<file path="src/rtl/max_bus_pkg.sv">
// Shared types and constants for the MAX bus controller: Ultimax region map, read-mux select, stall threshold.
// Pure definitions, no state.
package max_bus_pkg;

    typedef enum logic [2:0] {
        CS_NONE,
        CS_RAM,
        CS_COL,
        CS_VIC,
        CS_SID,
        CS_CIA,
        CS_ROML,
        CS_ROMH
    } cs_t;

    localparam logic [15:0] ROML_BASE = 16'h8000;
    localparam logic [15:0] ROML_MASK = 16'hE000;
    localparam logic [15:0] VIC_BASE  = 16'hD000;
    localparam logic [15:0] VIC_MASK  = 16'hFC00;
    localparam logic [15:0] SID_BASE  = 16'hD400;
    localparam logic [15:0] SID_MASK  = 16'hFC00;
    localparam logic [15:0] COL_BASE  = 16'hD800;
    localparam logic [15:0] COL_MASK  = 16'hFC00;
    localparam logic [15:0] CIA_BASE  = 16'hDC00;
    localparam logic [15:0] CIA_MASK  = 16'hFF00;
    localparam logic [15:0] ROMH_BASE = 16'hE000;
    localparam logic [15:0] ROMH_MASK = 16'hE000;

    localparam logic [1:0] BA_STALL_TH = 2'd3;

    // RAM is tested first so an expanded RAM shadows any region it overlaps.
    function automatic cs_t decode_addr(input logic [15:0] a, input int unsigned ram_aw);
        cs_t sel;
        sel = CS_NONE;
        if ({16'd0, a} < (32'd1 << ram_aw))        sel = CS_RAM;
        else if ((a & ROML_MASK) == ROML_BASE)     sel = CS_ROML;
        else if ((a & VIC_MASK)  == VIC_BASE)      sel = CS_VIC;
        else if ((a & SID_MASK)  == SID_BASE)      sel = CS_SID;
        else if ((a & COL_MASK)  == COL_BASE)      sel = CS_COL;
        else if ((a & CIA_MASK)  == CIA_BASE)      sel = CS_CIA;
        else if ((a & ROMH_MASK) == ROMH_BASE)     sel = CS_ROMH;
        return sel;
    endfunction

endpackage

</file>
<file path="src/rtl/max_clk_phase.sv">
// Phase counter for one phi2 period plus phi0 and the VIC/pixel/CPU-slot strobes.
// Strobes are combinational from the registered phase; no backpressure, hold_i parks the phase at 0.
module max_clk_phase #(
    parameter int unsigned CLK_DIV = 32,
    parameter int unsigned PIX_DIV = 4,
    parameter int unsigned PH_W    = $clog2(CLK_DIV)
) (
    input  logic            clk_i,
    input  logic            hold_i,
    input  logic            run_i,
    output logic [PH_W-1:0] ph_o,
    output logic            phi0_o,
    output logic            vic_en_o,
    output logic            pix_en_o,
    output logic            cpu_slot_o
);

    logic [PH_W-1:0] ph_q, ph_d;

    always_comb begin
        ph_d = ph_q + 1'b1;
        if (ph_q == PH_W'(CLK_DIV - 1)) ph_d = '0;
    end

    always_ff @(posedge clk_i) begin
        if (hold_i) ph_q <= '0;
        else        ph_q <= ph_d;
    end

    assign ph_o       = ph_q;
    assign phi0_o     = (ph_q >= PH_W'(CLK_DIV / 2));
    assign vic_en_o   = run_i & (ph_q == PH_W'(CLK_DIV / 2 - 1));
    assign pix_en_o   = run_i & ((32'(ph_q) % 32'(PIX_DIV)) == 32'(PIX_DIV - 1));
    assign cpu_slot_o = run_i & (ph_q == PH_W'(CLK_DIV - 1));

endmodule

</file>
<file path="src/rtl/max_bus_ctrl.sv">
// MAX bus controller: reset stretcher, BA-aware CPU enable, registered Ultimax decode and CPU read mux.
// Decode loads at ph 0, read data at ph CLK_DIV-2; VIC backpressure via ba stalls cpu_en.
module max_bus_ctrl
    import max_bus_pkg::*;
#(
    parameter int unsigned CLK_DIV    = 32,
    parameter int unsigned PIX_DIV    = 4,
    parameter int unsigned RAM_AW     = 11,
    parameter int unsigned RST_CYCLES = 255
) (
    input  logic        clk_cpu,
    input  logic        reset,
    input  logic [15:0] addr,
    input  logic        we,
    input  logic        ba,
    input  logic [7:0]  ram_do,
    input  logic [7:0]  vic_do,
    input  logic [7:0]  sid_do,
    input  logic [7:0]  cia_do,
    input  logic [7:0]  roml_do,
    input  logic [7:0]  romh_do,
    input  logic [3:0]  col_do,
    output logic        sys_reset,
    output logic        phi0,
    output logic        cpu_en,
    output logic        vic_en,
    output logic        pix_en,
    output logic        io_rd,
    output logic        cs_ram,
    output logic        cs_col,
    output logic        cs_vic,
    output logic        cs_sid,
    output logic        cs_cia,
    output logic        cs_roml,
    output logic        cs_romh,
    output logic        ram_we,
    output logic        col_we,
    output logic        io_we,
    output logic [7:0]  cpu_di
);

    localparam int unsigned PH_W = $clog2(CLK_DIV);
    localparam int unsigned RC_W = $clog2(RST_CYCLES + 1);

    logic [RC_W-1:0] rc_q, rc_d;
    logic            sys_reset_q;
    cs_t             sel_q, sel_d;
    logic [1:0]      ba_cnt_q, ba_cnt_d;
    logic [7:0]      cpu_di_q, cpu_di_d;
    logic [PH_W-1:0] ph;
    logic            cpu_slot;
    logic            stall;
    logic            is_io;

    max_clk_phase #(
        .CLK_DIV (CLK_DIV),
        .PIX_DIV (PIX_DIV),
        .PH_W    (PH_W)
    ) u_phase (
        .clk_i      (clk_cpu),
        .hold_i     (reset | sys_reset_q),
        .run_i      (~sys_reset_q),
        .ph_o       (ph),
        .phi0_o     (phi0),
        .vic_en_o   (vic_en),
        .pix_en_o   (pix_en),
        .cpu_slot_o (cpu_slot)
    );

    // Reads give way to the VIC at once; writes ride out the first three BA cycles.
    assign stall  = ~ba & (~we | (ba_cnt_q >= BA_STALL_TH));
    assign cpu_en = cpu_slot & ~stall;
    assign is_io  = (sel_q == CS_VIC) | (sel_q == CS_SID) | (sel_q == CS_CIA);

    always_comb begin
        rc_d = rc_q;
        if (rc_q != RC_W'(RST_CYCLES)) rc_d = rc_q + RC_W'(1);

        sel_d = sel_q;
        if (sys_reset_q)              sel_d = CS_NONE;
        else if (ph == PH_W'(0))      sel_d = decode_addr(addr, RAM_AW);

        ba_cnt_d = ba_cnt_q;
        if (ba)                                       ba_cnt_d = 2'd0;
        else if (vic_en && ba_cnt_q != BA_STALL_TH)   ba_cnt_d = ba_cnt_q + 2'd1;

        cpu_di_d = cpu_di_q;
        if (!sys_reset_q && ph == PH_W'(CLK_DIV - 2)) begin
            case (sel_q)
                CS_RAM:  cpu_di_d = ram_do;
                CS_COL:  cpu_di_d = {cpu_di_q[7:4], col_do};
                CS_VIC:  cpu_di_d = vic_do;
                CS_SID:  cpu_di_d = sid_do;
                CS_CIA:  cpu_di_d = cia_do;
                CS_ROML: cpu_di_d = roml_do;
                CS_ROMH: cpu_di_d = romh_do;
                default: cpu_di_d = cpu_di_q;
            endcase
        end
    end

    always_ff @(posedge clk_cpu) begin
        if (reset) begin
            rc_q        <= '0;
            sys_reset_q <= 1'b1;
            sel_q       <= CS_NONE;
            ba_cnt_q    <= 2'd0;
            cpu_di_q    <= 8'h00;
        end else begin
            rc_q        <= rc_d;
            sys_reset_q <= (rc_q != RC_W'(RST_CYCLES));
            sel_q       <= sel_d;
            ba_cnt_q    <= ba_cnt_d;
            cpu_di_q    <= cpu_di_d;
        end
    end

    assign sys_reset = sys_reset_q;
    assign cs_ram    = (sel_q == CS_RAM);
    assign cs_col    = (sel_q == CS_COL);
    assign cs_vic    = (sel_q == CS_VIC);
    assign cs_sid    = (sel_q == CS_SID);
    assign cs_cia    = (sel_q == CS_CIA);
    assign cs_roml   = (sel_q == CS_ROML);
    assign cs_romh   = (sel_q == CS_ROMH);
    assign ram_we    = cpu_en & we & cs_ram;
    assign col_we    = cpu_en & we & cs_col;
    assign io_we     = cpu_en & we & is_io;
    assign io_rd     = cpu_en & ~we & is_io;
    assign cpu_di    = cpu_di_q;

endmodule
</file>
<file path="config.mk">
export PLATFORM = sky130hd
export DESIGN_NAME = max_bus_ctrl
export DESIGN_NICKNAME = d
export VERILOG_FILES = /design/src/rtl/max_bus_pkg.sv /design/src/rtl/max_clk_phase.sv /design/src/rtl/max_bus_ctrl.sv
export SDC_FILE = /design/constraint.sdc
export NUM_CORES = 1
export LEC_CHECK = 0
export BUFFER_PORTS_ARGS = -buffer_cell sky130_fd_sc_hd__buf_4
export CAP_MARGIN = 20
export CORE_MARGIN = 4
export CORE_UTILIZATION = 45
export CTS_CLUSTER_DIAMETER = 60
export CTS_CLUSTER_SIZE = 8
export DETAILED_ROUTE_END_ITERATION = 6
export HOLD_SLACK_MARGIN = 0.12
export PLACE_DENSITY = 0.83
export SLEW_MARGIN = 20
export SYNTH_ARGS = -nofsm -noshare
export SYNTH_HDL_FRONTEND = slang
export SYNTH_HIERARCHICAL = 1
export SYNTH_SLANG_ARGS = --single-unit
</file>
<file path="constraint.sdc">
create_clock -name clk_cpu -period 4.2 [get_ports clk_cpu]
set_input_delay 0.42 -clock clk_cpu [delete_from_list [all_inputs] [get_ports clk_cpu]]
set_output_delay 0.42 -clock clk_cpu [all_outputs]
set_load 0.02 [all_outputs]
</file>
==> run summary <==
status = finished clean
WP data arrival = 2240 ps
post_cts resized = 0
adder-cell share of the synthesized area = 0.0402
post-synthesis xor/xnor area fraction = 0.0188
layout cell share with drive strength beyond 1 = 0.316
largest net degree at the start of global routing = 42
number of synthesized flops with an enable pin = 0
WL met2 = 2360 um
IO buf count = 87
vias per cell = 5.52
initial cell density of the core = 0.466
simple logic cell fraction of the synthesized area = 0.292
peak fanout along the critical path = 7
Placer Congestion = 0.834
Total Routing Usage GR = 0.183
RSZ-0062 raised after global routing = no
met3 wire len = 429 um
Main synth FF type = dfxtp_1
Hold Path Class = input port to register
crit path kind = register to primary output
CP max stage cell = dfxtp_1
Post-Syn Area = 1870 um^2
H-tree Lvls = 1
area post-placement = 2510 um^2
die area = 5240 um^2
DR DRC count = 0
Syn Area/Cell = 7.87 um^2
Leak = 1.07 nW
YS warnings = 6
Slew @ Worst Pin = 932 ps
Max-Cap Viols = 0
initial antenna violation count = 0
sequential share of the synthesized area = 0.290
drt initial violations = 95
Post-Syn Instances = 237
crit end category = primary output
combinational family with the most area after synthesis = simple AND/OR/NAND/NOR gates
Tcrit/Tclk final = 0.632
TritonCTS clock tree = built
final setup violation count = 0
clk root buf = clkbuf_8
gr ovfl total = 0
Yosys reg bits = 27
CP dominant cell by count = ha_1
CP required = 3780 ps
Slew Limit Fails = 0
post-synthesis compound-gate area fraction = 0.222
Syn-to-layout area delta = 37.4%
wire length on met1 = 2110 um
vias in the first global route = 1849
Sink Count = 27
first-pass GRT wire length = 7930 um
multiplexer share of the synthesized area = 0.0812
via count = 2021
Netlist cell types = 47
Worst VDD drop = 0.156 mV
asr flop ratio synth = 0
design area = 2560 um^2
Synth area leaders = dfxtp_1 (29%), mux2i_1 (7.5%), a21oi_1 (5.6%)
Worst-path clk slew = 90 ps
clock buffer depth = 2
CTS Buf Count = 3
Core Box Area = 4000 um^2
hpwl dp = 3950 um
power per cell area = 187 nW/um^2
Fin. Hold Viols = 0
Setup crit start kind = register
antenna diode count = 0
top layer in use = met4
Site Rows = 23
cell taking the most area after synthesis = dfxtp_1
worst path cell trace = ha_1 -> and3_2 -> ha_1 -> and2_1 -> o21a_1 -> nor3b_1 -> buf_4
DRT Pass-1 Iters = 4
Slew headroom = 0.378
setup TNS = 0 ps
CP peak stage delay = 490 ps
CTS Hold Bufs = 0
post-route ant nets = 0
Skew-Pair Late Insertion Delay = 270 ps
synth cell count leaders = dfxtp_1 (27), nor2_1 (22), a21oi_1 (21)
Fmax = 0.377 GHz
Die Ht = 72.4 um
I/O pins = 96
routed wire length per instance = 13.7 um
Tmin final = 2660 ps
count leader, synth = dfxtp_1
final WL = 5030 um
skew final = 3.87 ps
top-area cell type share of the netlist area = 0.290
die span in x = 72.4 um
Post-CTS Setup Repair Bufs = 0
Post-Syn Nets = 315
Final nets = 395
-- report_power, final --
| part | switching, mW | leakage (nW) | total (mW) | internal [mW] |
|---|---|---|---|---|
| clock network | 0.0809 | 0.0217 | 0.148 | 0.0672 |
| logic | 0.0230 | 0.827 | 0.0712 | 0.0482 |
| registers | 0.00209 | 0.218 | 0.260 | 0.258 |
-- layout make-up --
class	instances	area, um^2
clock buffer	3	41.3
clock inverter	1	7.51
fill	379	1440
inverter	8	30.0
multi-input combinational	189	1220
sequential	27	541
tap	50	62.6
timing repair buffer	88	661
-- cells in the final DEF (no fill, tap or decap), drive strengths merged, types with 3 or more instances in the layout --
cell type  count
buf           88
nand2b         7
a21oi         21
nor3b          3
inv            7
and2           6
ha             6
or3            3
nor2b          4
clkbuf         3
a22oi          4
dfxtp         27
mux2i         14
o211ai         5
and3           8
nand2         12
nor3          14
o21ai          7
a211o          8
nand3         16
o2bb2ai        3
nor2          23
-- metrics by stage --
| stage | utilization | setup WS (ps) | power (mW) | hold slack (ps) | std cells |
|---|---|---|---|---|---|
| 6_report | 0.641 | 1540 | 0.480 | 325 | 366 |
| 5_1_grt | 0.641 | 1340 | 0.499 | 321 | 366 |
| 4_1_cts | 0.641 | 1560 | 0.483 | 322 | 366 |
| 3_5_place_dp | 0.629 | 1870 | 0.338 | 440 | 362 |
| 3_3_place_gp | 0.629 | 1920 | 0.336 | 445 | 362 |
| 2_1_floorplan | - | 1730 | 0.287 | 420 | 237 |
-- critical path, delay by kind of cell, from the launching register on --
family / cells / cell delay, ps
AOI/OAI and AO/OA: 1 / 190
adders and majority gates: 2 / 550
and+or+nand+nor: 3 / 570
buffers and inverters: 1 / 170
DFF: 1 / 490
-- cell families after synthesis --
group	count (synthesis)
muxes	15
DFF	27
AOI/OAI and AO/OA	61
xor gates and xnor gates	4
and+or+nand+nor	103
adders and majority gates	6
buffers and inverters	21
-- state kept, by name, summed over array words and instances, names as in the netlist --
name,cells
sel_q,3
cpu_di,8
sys_reset,1
rc_q,8
ba_cnt_q,2
u_phase/ph_o,5
-- routing by layer --
layer | GRT usage | vias up
li1 | - | 1024
met1 | 0.218 | 918
met2 | 0.324 | 71
met3 | 0.0319 | 8
met4 | 0.0717 | 0
met5 | 0 | -
-- worst paths after layout --
| check | startpoint | end | slack [ps] | cells after the start |
|---|---|---|---|---|
| setup / recovery | u_phase/ph_o[1] | io_rd | 1540 | 7 |
| hold reg to reg | cpu_di[7] | cpu_di[7] | 460 | 2 |
| setup reg to reg | sel_q[0] | cpu_di[3] | 2220 | 4 |
| hold / removal | ba | ba_cnt_q[0] | 320 | 2 |
(Power assumes the default switching activity.)
